File: config.mk
export PLATFORM = sky130hd
export DESIGN_NAME = mem_stage_flat
export DESIGN_NICKNAME = d
export VERILOG_FILES = /design/src/rtl/mem_pkg.sv /design/src/rtl/mem_stage_if.sv /design/src/rtl/mem_align.sv /design/src/rtl/mem_stage.sv /design/src/flat_wrapper.sv
export SDC_FILE = /design/constraint.sdc
export NUM_CORES = 1
export LEC_CHECK = 0
export BUFFER_PORTS_ARGS = -buffer_cell sky130_fd_sc_hd__buf_4
export CORE_AREA = 2 2 292 294
export CTS_BUF_LIST = sky130_fd_sc_hd__clkbuf_4 sky130_fd_sc_hd__clkbuf_8
export DETAILED_ROUTE_END_ITERATION = 8
export DIE_AREA = 0 0 294 296
export GPL_ROUTABILITY_DRIVEN = 0
export HOLD_SLACK_MARGIN = 0.15
export PLACE_DENSITY = 0.36
export SLEW_MARGIN = 10
export SYNTH_ARGS = -nofsm -noshare
export SYNTH_HDL_FRONTEND = slang
export SYNTH_SLANG_ARGS = --single-unit
export TNS_END_PERCENT = 5
File: constraint.sdc
create_clock -name clk -period 3.49 [get_ports clk]
set_input_delay 0.698 -clock clk [delete_from_list [all_inputs] [get_ports clk]]
set_output_delay 0.698 -clock clk [all_outputs]
set_load 0.005 [all_outputs]
File: src/rtl/mem_pkg.sv
// mem_pkg: shared definitions for the memory-access stage.
//   XLEN / STRB_W     : datapath width and byte-strobe width
//   LS_* indices      : bit positions inside the one-hot load_store_info vector
//   mem_state_e       : access FSM states
//   ls_misaligned()   : natural-alignment check used when MEM_MISALIGN_CHECK_EN is defined
package mem_pkg;
    localparam int XLEN   = 64;
    localparam int STRB_W = XLEN / 8;
    localparam int LS_W   = 11;

    localparam int LS_LB  = 0;
    localparam int LS_LBU = 1;
    localparam int LS_LH  = 2;
    localparam int LS_LHU = 3;
    localparam int LS_LW  = 4;
    localparam int LS_LWU = 5;
    localparam int LS_LD  = 6;
    localparam int LS_SB  = 7;
    localparam int LS_SH  = 8;
    localparam int LS_SW  = 9;
    localparam int LS_SD  = 10;

    typedef enum logic [1:0] {
        ST_IDLE = 2'd0,
        ST_REQ  = 2'd1,
        ST_RESP = 2'd2,
        ST_DONE = 2'd3
    } mem_state_e;

    // Halfwords need off[0]==0, words off[1:0]==0, doublewords off==0.
    function automatic logic ls_misaligned(input logic [LS_W-1:0] info, input logic [2:0] off);
        return ((info[LS_LH] | info[LS_LHU] | info[LS_SH]) & off[0])
             | ((info[LS_LW] | info[LS_LWU] | info[LS_SW]) & (|off[1:0]))
             | ((info[LS_LD] | info[LS_SD]) & (|off));
    endfunction
endpackage

File: src/rtl/mem_stage_if.sv
// mem_stage_if: 64-bit valid/ready data bus between the memory stage and memory.
//   req_valid/req_ready : request handshake (accepted when both high)
//   req_addr            : doubleword-aligned address
//   req_wen             : 1 = store
//   req_wdata/req_wstrb : lane-aligned store data and byte strobes
//   resp_valid          : one-cycle response (load data or store ack)
//   resp_rdata          : full doubleword load data
// master = memory stage, slave = memory side.
interface mem_stage_if;
    import mem_pkg::*;

    logic              req_valid;
    logic              req_ready;
    logic [XLEN-1:0]   req_addr;
    logic              req_wen;
    logic [XLEN-1:0]   req_wdata;
    logic [STRB_W-1:0] req_wstrb;
    logic              resp_valid;
    logic [XLEN-1:0]   resp_rdata;

    modport master (
        output req_valid, req_addr, req_wen, req_wdata, req_wstrb,
        input  req_ready, resp_valid, resp_rdata
    );

    modport slave (
        input  req_valid, req_addr, req_wen, req_wdata, req_wstrb,
        output req_ready, resp_valid, resp_rdata
    );
endinterface

File: src/rtl/mem_align.sv
// mem_align: combinational byte-lane logic for the memory stage.
//   ls_info_i  : one-hot load/store kind
//   off_i      : byte offset within the doubleword
//   st_data_i  : store source data (right-aligned)
//   ld_raw_i   : raw doubleword returned by the bus
//   wdata_o    : store data shifted into its byte lanes (0 for non-stores)
//   wstrb_o    : byte strobes (0 for non-stores)
//   ld_data_o  : extracted and sign/zero-extended load data
// Lanes shifted past byte 7 are simply dropped.
module mem_align
    import mem_pkg::*;
(
    input  logic [LS_W-1:0]   ls_info_i,
    input  logic [2:0]        off_i,
    input  logic [XLEN-1:0]   st_data_i,
    input  logic [XLEN-1:0]   ld_raw_i,
    output logic [XLEN-1:0]   wdata_o,
    output logic [STRB_W-1:0] wstrb_o,
    output logic [XLEN-1:0]   ld_data_o
);
    logic [5:0]        shamt;
    logic              is_store;
    logic [STRB_W-1:0] base_strb;
    logic [XLEN-1:0]   x;

    assign shamt    = {off_i, 3'b000};
    assign is_store = |ls_info_i[LS_SD:LS_SB];

    always_comb begin
        base_strb = 8'hFF;
        if (ls_info_i[LS_SB])      base_strb = 8'h01;
        else if (ls_info_i[LS_SH]) base_strb = 8'h03;
        else if (ls_info_i[LS_SW]) base_strb = 8'h0F;

        wstrb_o = is_store ? (base_strb << off_i) : '0;
        wdata_o = is_store ? (st_data_i << shamt) : '0;
    end

    assign x = ld_raw_i >> shamt;

    always_comb begin
        ld_data_o = x;
        if (ls_info_i[LS_LB])       ld_data_o = {{56{x[7]}},  x[7:0]};
        else if (ls_info_i[LS_LBU]) ld_data_o = {56'd0,       x[7:0]};
        else if (ls_info_i[LS_LH])  ld_data_o = {{48{x[15]}}, x[15:0]};
        else if (ls_info_i[LS_LHU]) ld_data_o = {48'd0,       x[15:0]};
        else if (ls_info_i[LS_LW])  ld_data_o = {{32{x[31]}}, x[31:0]};
        else if (ls_info_i[LS_LWU]) ld_data_o = {32'd0,       x[31:0]};
    end
endmodule

File: src/rtl/mem_stage.sv
// mem_stage: memory-access stage between regM and regW.
// Loads/stores go out over the dbus (mem_stage_if.master); the stage stalls
// (regM held, regW bubbled) until the access completes, then releases the
// instruction for exactly one cycle. Non-memory instructions pass through
// combinationally with zero latency.
//   clk, rst          : clock, asynchronous active-high reset
//   regM_i_*          : instruction fields from regM
//   dbus              : data bus master port
//   mem_o_stall       : hold regM / bubble regW
//   mem_o_*           : fields towards regW and commit trace
//   mem_o_misalign    : present only when MEM_MISALIGN_CHECK_EN is defined;
//                       misaligned accesses are then not issued and retire
//                       without a register write.
module mem_stage
    import mem_pkg::*;
(
    input  logic              clk,
    input  logic              rst,
    input  logic [LS_W-1:0]   regM_i_load_store_info,
    input  logic [XLEN-1:0]   regM_i_regdata2,
    input  logic [XLEN-1:0]   regM_i_alu_result,
    input  logic [4:0]        regM_i_rd,
    input  logic              regM_i_reg_wen,
    input  logic              regM_i_commit,
    input  logic [XLEN-1:0]   regM_i_commit_pre_pc,
    input  logic [31:0]       regM_i_commit_instr,
    input  logic [XLEN-1:0]   regM_i_commit_pc,
    mem_stage_if.master       dbus,
    output logic              mem_o_stall,
`ifdef MEM_MISALIGN_CHECK_EN
    output logic              mem_o_misalign,
`endif
    output logic [4:0]        mem_o_rd,
    output logic              mem_o_reg_wen,
    output logic [XLEN-1:0]   mem_o_wb_data,
    output logic              mem_o_commit,
    output logic [XLEN-1:0]   mem_o_commit_pre_pc,
    output logic [31:0]       mem_o_commit_instr,
    output logic [XLEN-1:0]   mem_o_commit_pc
);
    mem_state_e      state_q, state_d;
    logic [XLEN-1:0] rdata_q, rdata_d;

    logic            is_mem, is_store, is_load;
    logic [2:0]      off;
    logic            misaligned;
    logic            misalign_w;
    logic            stall_w;
    logic [XLEN-1:0] ld_data;

    assign is_mem   = |regM_i_load_store_info;
    assign is_store = |regM_i_load_store_info[LS_SD:LS_SB];
    assign is_load  = is_mem & ~is_store;
    assign off      = regM_i_alu_result[2:0];

`ifdef MEM_MISALIGN_CHECK_EN
    assign misaligned = ls_misaligned(regM_i_load_store_info, off);
`else
    assign misaligned = 1'b0;
`endif

    // Access FSM: one request, one response, then a single release cycle.
    always_ff @(posedge clk or posedge rst) begin
        if (rst) begin
            state_q <= ST_IDLE;
            rdata_q <= '0;
        end else begin
            state_q <= state_d;
            rdata_q <= rdata_d;
        end
    end

    always_comb begin
        state_d        = state_q;
        rdata_d        = rdata_q;
        stall_w        = 1'b0;
        misalign_w     = 1'b0;
        dbus.req_valid = 1'b0;
        unique case (state_q)
            ST_IDLE: begin
                if (is_mem && !misaligned) begin
                    stall_w = 1'b1;
                    state_d = ST_REQ;
                end else if (is_mem) begin
                    // Misaligned: retire immediately, never touch the bus.
                    misalign_w = 1'b1;
                end
            end
            ST_REQ: begin
                stall_w        = 1'b1;
                dbus.req_valid = 1'b1;
                if (dbus.req_ready) state_d = ST_RESP;
            end
            ST_RESP: begin
                stall_w = 1'b1;
                if (dbus.resp_valid) begin
                    rdata_d = dbus.resp_rdata;
                    state_d = ST_DONE;
                end
            end
            ST_DONE: state_d = ST_IDLE;
            default: state_d = ST_IDLE;
        endcase
    end

    mem_align u_align (
        .ls_info_i (regM_i_load_store_info),
        .off_i     (off),
        .st_data_i (regM_i_regdata2),
        .ld_raw_i  (rdata_q),
        .wdata_o   (dbus.req_wdata),
        .wstrb_o   (dbus.req_wstrb),
        .ld_data_o (ld_data)
    );

    // regM is held while stalled, so the request fields stay stable until accepted.
    assign dbus.req_addr = {regM_i_alu_result[XLEN-1:3], 3'b000};
    assign dbus.req_wen  = is_store;

    assign mem_o_stall         = stall_w;
    assign mem_o_rd            = regM_i_rd;
    assign mem_o_reg_wen       = regM_i_reg_wen & ~stall_w & ~misalign_w;
    assign mem_o_wb_data       = is_load ? ld_data : regM_i_alu_result;
    assign mem_o_commit        = regM_i_commit & ~stall_w;
    assign mem_o_commit_pre_pc = regM_i_commit_pre_pc;
    assign mem_o_commit_instr  = regM_i_commit_instr;
    assign mem_o_commit_pc     = regM_i_commit_pc;

`ifdef MEM_MISALIGN_CHECK_EN
    assign mem_o_misalign = misalign_w;
`endif
endmodule

File: src/flat_wrapper.sv
// flat-port wrapper written by rule: the top's interface ports become plain ports
module mem_stage_flat import mem_pkg::*;
  (clk, rst, regM_i_load_store_info, regM_i_regdata2, regM_i_alu_result, regM_i_rd, regM_i_reg_wen, regM_i_commit, regM_i_commit_pre_pc, regM_i_commit_instr, regM_i_commit_pc, mem_o_stall, mem_o_rd, mem_o_reg_wen, mem_o_wb_data, mem_o_commit, mem_o_commit_pre_pc, mem_o_commit_instr, mem_o_commit_pc, dbus_req_valid, dbus_req_addr, dbus_req_wen, dbus_req_wdata, dbus_req_wstrb, dbus_req_ready, dbus_resp_valid, dbus_resp_rdata);
  mem_stage_if dbus_i ();
  input  logic clk;
  input  logic rst;
  input  logic [LS_W-1:0] regM_i_load_store_info;
  input  logic [XLEN-1:0] regM_i_regdata2;
  input  logic [XLEN-1:0] regM_i_alu_result;
  input  logic [4:0] regM_i_rd;
  input  logic regM_i_reg_wen;
  input  logic regM_i_commit;
  input  logic [XLEN-1:0] regM_i_commit_pre_pc;
  input  logic [31:0] regM_i_commit_instr;
  input  logic [XLEN-1:0] regM_i_commit_pc;
  output logic mem_o_stall;
  output logic [4:0] mem_o_rd;
  output logic mem_o_reg_wen;
  output logic [XLEN-1:0] mem_o_wb_data;
  output logic mem_o_commit;
  output logic [XLEN-1:0] mem_o_commit_pre_pc;
  output logic [31:0] mem_o_commit_instr;
  output logic [XLEN-1:0] mem_o_commit_pc;
  output wire logic [$bits(dbus_i.req_valid)-1:0] dbus_req_valid;
  output wire logic [$bits(dbus_i.req_addr)-1:0] dbus_req_addr;
  output wire logic [$bits(dbus_i.req_wen)-1:0] dbus_req_wen;
  output wire logic [$bits(dbus_i.req_wdata)-1:0] dbus_req_wdata;
  output wire logic [$bits(dbus_i.req_wstrb)-1:0] dbus_req_wstrb;
  input wire logic [$bits(dbus_i.req_ready)-1:0] dbus_req_ready;
  input wire logic [$bits(dbus_i.resp_valid)-1:0] dbus_resp_valid;
  input wire logic [$bits(dbus_i.resp_rdata)-1:0] dbus_resp_rdata;
  assign dbus_req_valid = dbus_i.req_valid;
  assign dbus_req_addr = dbus_i.req_addr;
  assign dbus_req_wen = dbus_i.req_wen;
  assign dbus_req_wdata = dbus_i.req_wdata;
  assign dbus_req_wstrb = dbus_i.req_wstrb;
  assign dbus_i.req_ready = dbus_req_ready;
  assign dbus_i.resp_valid = dbus_resp_valid;
  assign dbus_i.resp_rdata = dbus_resp_rdata;
  mem_stage u_core (.clk(clk), .rst(rst), .regM_i_load_store_info(regM_i_load_store_info), .regM_i_regdata2(regM_i_regdata2), .regM_i_alu_result(regM_i_alu_result), .regM_i_rd(regM_i_rd), .regM_i_reg_wen(regM_i_reg_wen), .regM_i_commit(regM_i_commit), .regM_i_commit_pre_pc(regM_i_commit_pre_pc), .regM_i_commit_instr(regM_i_commit_instr), .regM_i_commit_pc(regM_i_commit_pc), .dbus(dbus_i), .mem_o_stall(mem_o_stall), .mem_o_rd(mem_o_rd), .mem_o_reg_wen(mem_o_reg_wen), .mem_o_wb_data(mem_o_wb_data), .mem_o_commit(mem_o_commit), .mem_o_commit_pre_pc(mem_o_commit_pre_pc), .mem_o_commit_instr(mem_o_commit_instr), .mem_o_commit_pc(mem_o_commit_pc));
endmodule
==> metrics.cfg, run 1 <==
[power]
pwr-share-seq_pct = 32.6
p_per_area_nw_per_um2 = 420
p_sw_w = 0.00235
clockPowerShare_pct = 12.9
peakVddDrop_mv = 0.182
p_comb_share_pct = 54.5
swShare_pct = 44.5
p_int_w = 0.00294
leakagePower_nw = 5.55

[clocking]
max-clock-path-buffers = 2
cts_buffers = 9
cts_tree = yes
cts_root_buf = clkbuf_8
clk_pin_slew_ns = 0.07
h-tree-depth = 3
clock_sinks = 66
clock_latency_ns = 0.37
hold_buffers = 0

[logic_synthesis]
yosysMostFrequentCell = buf_4
yosys.cell_types.count = 54
synthFlopType = dfrtp_1
synth_area_leaders = buf_4 (20%), dfrtp_1 (18%), mux2i_1 (13%)
synth_warnings = 0
synth_area_leader_cell = buf_4
synth_top_cell_area_share_pct = 19.8
synth.cells.most_frequent = buf_4 (244), mux2i_1 (118), mux2_2 (89)
async_flop_share_pct = 100
synth-edff-count = 0
netlist_area_um2 = 9240
syn_avg_cell_area_um2 = 8.20
seq_area_frac_synth_pct = 17.9
synth_cells = 1127
ys_ff_latch = 66

[layout]
layout.nets = 1699
drive_gt1_share_pct = 47.7
syn2layout_area_growth_pct = 36.3

[placement]
hpwl_mm = 54.4
post-place-ws_ns = -0.322
io_buffers = 410

[timing]
worstMarginPinSlew_ns = 0.771
fmax_ghz = 0.296
slew_headroom_pct = 48.2
setup_tns_ns = 0
hold_slack_ns = 0.413
setup_viol = 0
rsz0062_at_grt = no
finalClockSkew_ns = 0.0120
post-route-min-period_ns = 3.38
finalCritPeriodShare_pct = 96.8
hold_viol_final = 0
layout_setup_ws_ns = 0.113
slew_violations = 0

[global_route]
grt_pass1_vias = 9316
grt_usage_pct = 13.5
grt-ovfl-total = 0
antenna_found_initial = 17
grt_pass1_wl_mm = 81.3
grt_max_degree = 75

[detailed_routing]
drtIter0Drc = 387
wl_per_cell_um = 25.9
drc_errors = 0
detail-route-antenna-nets = 0
via_count = 9294
wirelength_mm = 62.6
via_per_inst = 3.84
first_pass_iters = 5

[job]
max-cap-violations = 0

[worst_setup_path]
cp_data_required_time_ns = 2.79
cp_slowest_stage_delay_ns = 0.41
cp-end-kind = primary output
crit_arrival_ns = 2.68
cp_slowest_cell = nor3_1
crit_chain = buf_4 -> buf_12 -> nor2b_4 -> buf_4 -> o2bb2ai_1 -> mux2i_1 -> nor3_1 -> buf_4 -> o22a_1 -> buf_4
cp_common_cell = buf_4
criticalPathCategory = in2out
cp-start-kind = input port
cp_max_fo = 16

[floorplan]
coreArea_um2 = 84200
die_w_um = 294
start_util_pct = 11.0
die-height_um = 296
ios = 744
die-area_um2 = 87000
num_rows = 107

[min_path]
hp-class = in2async

[outcome]
status = completed

[power by group through the flow]
stage | registers, W | clock network (W) | logic [W]
finish | 0.00172 | 0.000684 | 0.00288
global route | 0.00176 | 0.000743 | 0.00311
CTS | 0.00172 | 0.000713 | 0.00291
detailed placement | 0.00174 | 0 | 0.00288
global placement | 0.00174 | 0 | 0.00288
floorplan | 0.00142 | 0 | 0.00178
[stage by stage]
step                      utilization (%)  instances  total power (W)  cell area, µm²
after floorplan                         -       1129          0.00320            9250
after global placement               14.7       2399          0.00461           12300
after detailed placement             14.7       2399          0.00463           12300
after CTS                            14.9       2415          0.00534           12600
after global routing                 14.9       2416          0.00562           12600
final                                15.0       2419          0.00529           12600
[flip-flops by register name, indices dropped and copies added (netlist names)]
signal / cells
u_core.rdata_q: 64
u_core.state_q: 2
[final timing paths]
check | from | to | slack, ns | cells after the start
min reg2reg | u_core.rdata_q[12] | u_core.rdata_q[12] | 0.51 | 1
min in group clk | u_core.rdata_q[12] | u_core.rdata_q[12] | 0.51 | 1
min | rst | u_core.rdata_q[46] | 0.41 | 3
max reg2reg | u_core.state_q[0] | u_core.rdata_q[0] | 1.37 | 5
max in group asynchronous | rst | u_core.rdata_q[12] | 2.77 | 3
max | regM_i_alu_result[0] | mem_o_wb_data[12] | 0.11 | 10
[cell type report]
class	count	area [µm²]
antenna	4	10.0
sequential	66	1650
tap	1090	1360
fill	9604	71600
clock inverter	6	67.6
timing repair buffer	501	3940
inverter	12	45.0
multi-input combinational	730	5380
clock buffer	10	131
[routing by layer]
| layer | track usage [%] | up-vias | wire (µm) |
|---|---|---|---|
| li1 | - | 4199 | - |
| met1 | 15.0 | 4462 | 23900 |
| met2 | 22.9 | 474 | 30000 |
| met3 | 6.29 | 133 | 6530 |
| met4 | 4.07 | 26 | 1880 |
| met5 | 0.998 | - | 239 |
[repair_timing]
item | CTS | global route
setup buffers | 0 | 0
gates resized for setup | 7 | 2
setup endpoints to repair | 8 | 1
[cells in the final DEF, fill, tap and decap left out, drive strengths merged, types with 4 or more instances in the layout]
master,netlist,layout
clkinv,1,4
mux2,89,89
a31oi,45,45
a211oi,17,17
clkbuf,33,10
and3,17,17
mux2i,118,118
nor2,88,88
o22a,35,35
dfrtp,66,66
o22ai,10,10
nor3,10,10
a21oi,64,64
o2bb2ai,7,7
o21ai,46,46
mux4,8,8
o211ai,10,10
nor2b,22,22
nor4b,5,5
buf,288,501
and2,10,10
inv,11,11
ha,5,5
nand2,69,69
nand3,6,6
o2111ai,4,4
a2bb2oi,8,8
diode,0,4
or3,10,10
[logic make-up after synthesis]
logic type | Yosys count | synth area share, %
AND/OR/NAND/NOR | 244 | 12.5
AO/OA/AOI/OAI | 263 | 18.7
flip-flops | 66 | 17.9
multiplexers | 215 | 25.6
other | 1 | 0.0406
adder cells (fa/ha/maj) | 5 | 0.677
buffers and inverters | 333 | 24.7
[worst max-delay path, delay by kind of cell]
kind | cells | cell delay [ns]
compound gates | 2 | 0.29
buf+inv | 5 | 0.83
mux | 1 | 0.16
simple gates | 2 | 0.68
Note: power is estimated with default switching activity, not from simulation.
==> run 2: changes to the inputs <==
Settings changed: CTS_BUF_LIST sky130_fd_sc_hd__clkbuf_4 sky130_fd_sc_hd__clkbuf_8 to unset.
==> run 2 against run 1 <==
  * Global-route usage about the same
  * Worst hold slack improved by 0.023 ns
  * Combinational power about the same
==> metrics.cfg, run 2 (synthesis results as in run 1) <==
[outcome]
status = completed  ; unchanged

[power]
leakagePower_nw = 5.59  ; was 5.55 nW
pwr-share-seq_pct = 31.1  ; was 32.6%
p_int_w = 0.00316  ; was 0.00294 W
peakVddDrop_mv = 0.225  ; was 0.182 mV
p_comb_share_pct = 52.0  ; was 54.5%
total_power_w = 0.00554  ; was 0.00529 W
swShare_pct = 43.0  ; was 44.5%
p_sw_w = 0.00238  ; was 0.00235 W
p_per_area_nw_per_um2 = 436  ; was 420 nW/µm²
clockPowerShare_pct = 16.9  ; was 12.9%

[timing]
slew_headroom_pct = 50.1  ; was 48.2%
hold_viol_final = 0  ; unchanged
setup_viol = 0  ; unchanged
rsz0062_at_grt = no  ; unchanged
hold_slack_ns = 0.436  ; was 0.413 ns
slew_violations = 0  ; unchanged
fmax_ghz = 0.292  ; was 0.296 GHz
finalClockSkew_ns = 0.00776  ; was 0.0120 ns
worstMarginPinSlew_ns = 0.743  ; was 0.771 ns
finalCritPeriodShare_pct = 98.1  ; was 96.8%
post-route-min-period_ns = 3.42  ; was 3.38 ns

[worst_setup_path]
cp_data_required_time_ns = 2.79  ; about the same
crit_arrival_ns = 2.73  ; was 2.68 ns
crit_chain = buf_6 -> inv_1 -> nand2_1 -> or3_1 -> a31oi_1 -> o22a_1 -> buf_4  ; was buf_4 -> buf_12 -> nor2b_4 -> buf_4 -> o2bb2ai_1 -> mux2i_1 -> nor3_1 -> buf_4 -> o22a_1 -> buf_4
cp_slowest_stage_delay_ns = 0.43  ; was 0.41 ns
cp_slowest_cell = a31oi_1  ; was nor3_1
cp_max_fo = 15  ; was 16
cp-end-kind = primary output  ; unchanged
cp-start-kind = input port  ; unchanged
criticalPathCategory = in2out  ; unchanged
cp_top_family = buffers and inverters  ; unchanged
path_buf_inv = 3  ; was 5

[clocking]
max-clock-path-buffers = 2  ; unchanged
clk_pin_slew_ns = 0.06  ; was 0.07 ns
hold_buffers = 0  ; unchanged
cts_tree = yes  ; unchanged
clock_latency_ns = 0.35  ; was 0.37 ns
clock_sinks = 66  ; unchanged
h-tree-depth = 3  ; unchanged
cts_buffers = 9  ; unchanged
cts_root_buf = clkbuf_16  ; was clkbuf_8

[global_route]
grt-ovfl-total = 0  ; unchanged
antenna_found_initial = 17  ; unchanged
grt_max_degree = 75  ; unchanged
grt_usage_pct = 13.5  ; about the same
grt_pass1_vias = 9319  ; was 9,316
grt_pass1_wl_mm = 81.2  ; was 81.3 mm

[layout]
layout.nets = 1699  ; unchanged
layout_common_cells = buf_4 (485), mux2i_1 (118), mux2_2 (89)  ; unchanged
final_cells = 2419  ; unchanged
syn2layout_area_growth_pct = 37.4  ; was 36.3%
reg_top3 = u_core.rdata_q (64), u_core.state_q (2)  ; unchanged
largest_reg_flops = 64  ; unchanged
final_common_cell = buf_4  ; unchanged
regMostFlops = u_core.rdata_q  ; unchanged
drive_gt1_share_pct = 47.6  ; was 47.7%

[detailed_routing]
wl_per_cell_um = 25.9  ; about the same
detail-route-antenna-nets = 0  ; unchanged
drc_errors = 0  ; unchanged
drtIter0Drc = 380  ; was 387
via_per_inst = 3.82  ; was 3.84
wirelength_mm = 62.6  ; about the same
via_count = 9248  ; was 9,294
first_pass_iters = 5  ; unchanged

[job]
max-cap-violations = 0  ; unchanged

[floorplan]
num_rows = 107  ; unchanged
die-height_um = 296  ; unchanged
start_util_pct = 11.0  ; unchanged
die-area_um2 = 87000  ; unchanged
ios = 744  ; unchanged
die_w_um = 294  ; unchanged
coreArea_um2 = 84200  ; unchanged

[min_path]
hp-class = in2async  ; unchanged

[placement]
place_inst = 2399  ; unchanged
io_buffers = 410  ; unchanged
hpwl_mm = 54.4  ; unchanged

[run 2: repair_timing]
| action | CTS | global route |
|---|---|---|
| buffers inserted | 0 | 0 |
| pin swaps | 0 | 0 |
| hold endpoints to repair | 0 | 0 |
| setup endpoints to repair | 8 | 1 |
| resized for setup | 7 | 2 |
[run 2: final cells by class]
cell class / count / area [µm²]
Timing Repair Buffer: 501 / 3940
Clock buffer: 10 / 229
Fill cell: 9595 / 71500
Inverter: 12 / 45.0
Tap cell: 1090 / 1360
Clock inverter: 6 / 67.6
Antenna cell: 4 / 10.0
Sequential cell: 66 / 1650
Multi-Input combinational cell: 730 / 5380
[run 2: final timing paths]
check	from	to	slack, ns	cells after the start
setup / recovery	regM_i_alu_result[1]	mem_o_wb_data[55]	0.07	7
hold / removal	rst	u_core.rdata_q[46]	0.44	3
setup reg to reg	u_core.state_q[0]	u_core.rdata_q[0]	1.38	5
hold reg to reg	u_core.rdata_q[12]	u_core.rdata_q[12]	0.51	1
max in group asynchronous	rst	u_core.rdata_q[0]	2.74	3
min in group clk	u_core.rdata_q[12]	u_core.rdata_q[12]	0.51	1
[run 2: per-layer routing]
layer | share of wire (%) | vias to the layer above | GRT usage [%]
met3 | 10 | 136 | 6.24
met4 | 3.2 | 26 | 4.29
li1 | - | 4205 | -
met1 | 38 | 4411 | 15.0
met2 | 48 | 470 | 22.8
met5 | 0.40 | - | 0.998
[run 2: worst reg2reg max path: cells and delay by family (launching register included)]
family	cells	cell delay, ns
fa+ha+maj	1	0.26
buf+inv	2	0.45
simple gates	1	0.53
mux	1	0.38
flops	1	0.38
[run 2: metrics by stage]
stage	area, µm²	setup TNS (ns)	setup slack [ns]	util [%]
finish	12700	0	0.0667	15.1
global placement	12300	-1.02	-0.330	14.7
floorplan	9250	0	0.772	-
global route	12700	0	0.00779	15.1
detailed placement	12300	-0.856	-0.322	14.7
CTS	12700	0	0.0181	15.0
[run 2: power by group through the flow]
stage | Sequential [W] | Combinational (W) | Clock (W)
4_1_cts | 0.00172 | 0.00291 | 0.000961
3_3_place_gp | 0.00174 | 0.00288 | 0
5_1_grt | 0.00176 | 0.00311 | 0.000990
6_report | 0.00172 | 0.00288 | 0.000937
2_1_floorplan | 0.00142 | 0.00178 | 0
3_5_place_dp | 0.00174 | 0.00288 | 0
